## src/rtl/mux16_arb_pkg.sv

```systemverilog
// Shared constants, FSM state type and one-hot helper for the 16-way
// round-robin arbiter.
package mux16_arb_pkg;

  localparam int N_REQ = 16;
  localparam int SEL_W = 4;

  typedef enum logic [0:0] {
    IDLE  = 1'b0,
    GRANT = 1'b1
  } state_e;

  function automatic logic [N_REQ-1:0] onehot16(input logic [SEL_W-1:0] idx);
    logic [N_REQ-1:0] v;
    v      = {N_REQ{1'b0}};
    v[idx] = 1'b1;
    return v;
  endfunction

endpackage

```

## src/rtl/rr_pick16.sv

```systemverilog
// Combinational rotating-priority picker: first requester at or after ptr,
// wrapping modulo 16.
module rr_pick16
  import mux16_arb_pkg::*;
(
  input  logic [N_REQ-1:0] req,
  input  logic [SEL_W-1:0] ptr,
  output logic [SEL_W-1:0] idx,
  output logic             found
);

  logic [SEL_W-1:0] cand_s;

  // Scan from the farthest offset down so the nearest requester to ptr wins.
  always_comb begin
    idx    = ptr;
    found  = 1'b0;
    cand_s = ptr;
    for (int k = N_REQ - 1; k >= 0; k--) begin
      cand_s = ptr + k[SEL_W-1:0];
      idx    = req[cand_s] ? cand_s : idx;
      found  = found | req[cand_s];
    end
  end

endmodule

```

## src/rtl/mux16_rr_arbiter.sv

```systemverilog
// Round-robin arbiter producing grant and select for an external shared
// 16:1 mux; each grant is bounded to MAX_HOLD cycles with a mandatory bubble.
module mux16_rr_arbiter
  import mux16_arb_pkg::*;
#(
  parameter int MAX_HOLD = 8
) (
  input  logic             clk,
  input  logic             rst,
  input  logic [N_REQ-1:0] req,
  input  logic             done,
  output logic [N_REQ-1:0] gnt,
  output logic [SEL_W-1:0] sel,
  output logic             valid
);

  localparam logic [3:0] HOLD_LAST = 4'(MAX_HOLD - 1);

  state_e           state_q, state_d;
  logic [SEL_W-1:0] ptr_q, ptr_d;
  logic [3:0]       hold_q, hold_d;
  logic [SEL_W-1:0] sel_q, sel_d;
  logic [N_REQ-1:0] gnt_q, gnt_d;
  logic             valid_q, valid_d;

  logic [SEL_W-1:0] pick_idx_s;
  logic             pick_found_s;
  logic             release_s;

  rr_pick16 u_pick (
    .req   (req),
    .ptr   (ptr_q),
    .idx   (pick_idx_s),
    .found (pick_found_s)
  );

  // Next-state logic; sel_q doubles as the owner index while in GRANT.
  always_comb begin
    state_d   = state_q;
    ptr_d     = ptr_q;
    hold_d    = hold_q;
    sel_d     = sel_q;
    gnt_d     = gnt_q;
    valid_d   = valid_q;
    release_s = done | ~req[sel_q] | (hold_q == HOLD_LAST);
    case (state_q)
      IDLE: begin
        if (pick_found_s) begin
          state_d = GRANT;
          sel_d   = pick_idx_s;
          gnt_d   = onehot16(pick_idx_s);
          valid_d = 1'b1;
          hold_d  = 4'd0;
        end else begin
          gnt_d   = {N_REQ{1'b0}};
          valid_d = 1'b0;
        end
      end
      GRANT: begin
        if (release_s) begin
          state_d = IDLE;
          gnt_d   = {N_REQ{1'b0}};
          valid_d = 1'b0;
          ptr_d   = sel_q + 4'd1;
          hold_d  = 4'd0;
        end else begin
          hold_d  = hold_q + 4'd1;
        end
      end
      default: begin
        state_d = IDLE;
        gnt_d   = {N_REQ{1'b0}};
        valid_d = 1'b0;
        hold_d  = 4'd0;
      end
    endcase
  end

  // State and registered outputs, cleared asynchronously by rst.
  always_ff @(posedge clk or posedge rst) begin
    if (rst) begin
      state_q <= IDLE;
      ptr_q   <= 4'd0;
      hold_q  <= 4'd0;
      sel_q   <= 4'd0;
      gnt_q   <= 16'h0000;
      valid_q <= 1'b0;
    end else begin
      state_q <= state_d;
      ptr_q   <= ptr_d;
      hold_q  <= hold_d;
      sel_q   <= sel_d;
      gnt_q   <= gnt_d;
      valid_q <= valid_d;
    end
  end

  assign gnt   = gnt_q;
  assign sel   = sel_q;
  assign valid = valid_q;

endmodule

```

## config.mk

```make
export PLATFORM = sky130hd
export DESIGN_NAME = mux16_rr_arbiter
export DESIGN_NICKNAME = d
export VERILOG_FILES = /design/src/rtl/mux16_arb_pkg.sv /design/src/rtl/rr_pick16.sv /design/src/rtl/mux16_rr_arbiter.sv
export SDC_FILE = /design/constraint.sdc
export NUM_CORES = 1
export LEC_CHECK = 0
export BUFFER_PORTS_ARGS = -buffer_cell sky130_fd_sc_hd__clkbuf_2
export CORE_MARGIN = 2
export CORE_UTILIZATION = 48
export DETAILED_ROUTE_END_ITERATION = 16
export MAX_ROUTING_LAYER = met4
export PLACE_DENSITY = 0.67
export SYNTH_ARGS = -nofsm -noshare
export SYNTH_HDL_FRONTEND = slang
export SYNTH_HIERARCHICAL = 1
export SYNTH_SLANG_ARGS = --single-unit
```

## constraint.sdc

```tcl
create_clock -name clk -period 12.4 [get_ports clk]
set_input_delay 2.48 -clock clk [delete_from_list [all_inputs] [get_ports clk]]
set_output_delay 2.48 -clock clk [all_outputs]
set_load 0.1 [all_outputs]
```

==> results.md <==
* CP arrival at just under 6 ns
* Final setup vio count at 0
* Vias in the first global route at a little over 3000
* # rows at 31
* Synth Warn # at 6
* Status: complete, no violations
* Worst hold slack at roughly 0.48 ns
* Commonest cells in the netlist: 34 x nand2_1, 30 x dfrtp_1, 29 x mux2i_1, 21 x mux4_2, 21 x nor2_1
* I/O Buffers at 39
* Largest net degree at the start of global routing at 31
* Grt total ovfl at 0
* Layout Skew at just over 0.009 ns
* Clock root buffer: clkbuf_8
* Synth area leader: dfrtp_1
* CTS buffer count at 5
* # H-tree levels at 2
* Antenna viol nets, final at 0
* Routed WL per cell at roughly 20 microns
* Cts hold-fix bufs at 0
* Worst rel slew slack at 0.2542
* Area Overhead vs Synth at 10.29%
* Antenna violations before repair at 0
* Setup_tns at 0 ns
* Via Count at 3283
* Ports at 40
* Drc violations at 0
* Setup CP Type: in -> reg
* Antenna diodes at 0
* Part of the Yosys area used for sequential elements at 0.2122
* Critical-path maximum fanout at 8
* Crit path time final at roughly 5.6 ns
* Worst-Margin Slew at between 1 and 1.5 ns
* Die H at about 90 microns
* Multiplexer share of the synthesized area at 0.2996
* Yosys reg bits at 30
* DRT iter0 DRCs at 320
* Post-synthesis compound-gate area fraction at 0.2175
* RD Place Congestion at between 0.9 and 1
* GRT Util Overall at 0.2654
* Share of layout cells above drive strength 1 at 0.2587
* Synth Area in Adders at 0.03184
* Top cells by area, synth: dfrtp_1 21%, mux4_2 13%, mux2i_1 8.2%
* Largest family of logic cells by synthesized area: multiplexers
* Die Area at 8072 sq um
* CTS resizes at 0
* Max-slew violations at 0
* Distinct cells, synth at 62
* Synth Area per Inst at ~9.5 sq um
* Post-synth EDFFs at 0
* CTS tree: built
* Post-Synthesis Cell Area at between 3000 and 4000 sq um
* Initial Util at 0.4929
* Hold Fails Final Rpt at 0
* Dominant synthesized flop cell: dfrtp_1
* Core Footprint at between 7000 and 8000 sq um
* Mapped Nets at approximately 400
* Crit path capture type: flop
* CTS Sinks at 30
* Hold Path Class: reg -> reg
* Area post-placement at about 3800 sq um
* Worst-Skew Late Latency at 0.29 ns
* RSZ-0062 raised after global routing: false
* Fmax achieved at ~180 MHz
* FFs w/ async S/R, synth at 1.000
* Reg clk slew, reported paths at 0.07 ns
* Chip Width at around 90 microns
* Post-Syn Instances at 373
* Final Cycle Share at 0.4549
* Dpl hpwl at approximately 7400 microns
* WP data required at around 13 ns
* Xor-xnor portion of the synthesized cell area at 0.03467
* DRT Wirelength at around 9900 microns
* Nets at around 430
* Simple-Gate Fraction of Synth Area at 0.1510
* Setup crit start kind: primary input
* Setup Fix Bufs, Post-CTS at 0
* Maxcap violations at 0
* Count leader, synth: nand2_1
* First-pass GRT wire length at between 15000 and 20000 microns
* Vias/cell at approximately 6.6
* Top-area cell type share of the netlist area at 0.2122
* Router iterations before antenna repair at 5
* Maximum buffer depth of the clock tree at 2
* Final Cell Area at roughly 4000 sq um
[layer usage]
layer | global-route usage | vias up | share of wire
met5 | - | - | 0
met4 | 0.05513 | 0 | 0.013
met3 | 0.03353 | 15 | 0.068
li1 | - | 1493 | -
met2 | 0.3914 | 162 | 0.45
met1 | 0.3957 | 1613 | 0.47
[cells in the final DEF (no fill, tap or decap), types with 9 or more instances in the layout]
cell and count:
a22o_2 10, mux2i_1 29, nor2_1 21, mux4_2 21, ha_1 9, xnor2_1 9, a21oi_1 16, nand3_1 12
inv_1 17, clkbuf_2 39, dfrtp_1 30, mux2_2 17, o21ai_0 17, nand2_1 34
[critical path, stage by stage]
cell	delay, ns
clkbuf_2	0.13
mux4_1	0.65
mux2_2	0.32
mux2i_1	0.58
nand2b_1	0.19
a21oi_1	0.06
nor4_1	0.19
a22oi_1	0.12
xnor2_1	0.57
nor2b_1	0.38
a22o_2	0.20
[layout make-up]
class / count / area (sq um)
multi-input combinational: 304 / 2599
tap: 99 / 123.9
timing repair buffer: 42 / 217.7
clock buffer: 6 / 82.58
sequential: 30 / 750.7
clock inverter: 2 / 60.06
fill: 659 / 3274
inverter: 18 / 67.56
[sequential cells by signal (all words and copies together) (netlist names)]
name     flops
gnt         16
hold_q       4
ptr_q        4
sel          4
state_q      1
valid        1
[logic make-up (layout without fill, tap and decap cells)]
logic type,count (synthesis),after routing
adder cells (fa/ha/maj),9,9
buffers and inverters,39,68
multiplexers,71,71
AO/OA/AOI/OAI,104,104
AND/OR/NAND/NOR,106,106
flip-flops,30,30
XOR/XNOR,14,14
[through the flow]
stage	worst slack, ns	utilization	std cells
floorplan	7.196	-	373
CTS	6.834	0.5437	501
finish	6.760	0.5437	501
detailed placement	6.558	0.5238	493
global placement	6.513	0.5238	493
global route	6.463	0.5437	501
[path summary, 6_finish.rpt]
path / depth (start not counted) / endpoint / start / slack [ns]
max in group asynchronous: 2 / hold_q[0]$_DFFE_PP0P_ / rst / 9.27
hold reg to reg: 1 / valid$_DFFE_PP0P_ / valid$_DFFE_PP0P_ / 0.48
setup reg to reg: 13 / gnt[10]$_DFFE_PP0P_ / ptr_q[1]$_DFFE_PP0P_ / 7.81
setup / recovery: 11 / gnt[1]$_DFFE_PP0P_ / req[7] / 6.76
hold / removal: 1 / valid$_DFFE_PP0P_ / valid$_DFFE_PP0P_ / 0.48
min in group asynchronous: 2 / sel[0]$_DFFE_PP0P_ / rst / 2.45
Power is left out: the tool's default activity adds up to more than one toggle a clock period on the data nets, which glitch-free logic cannot reach.
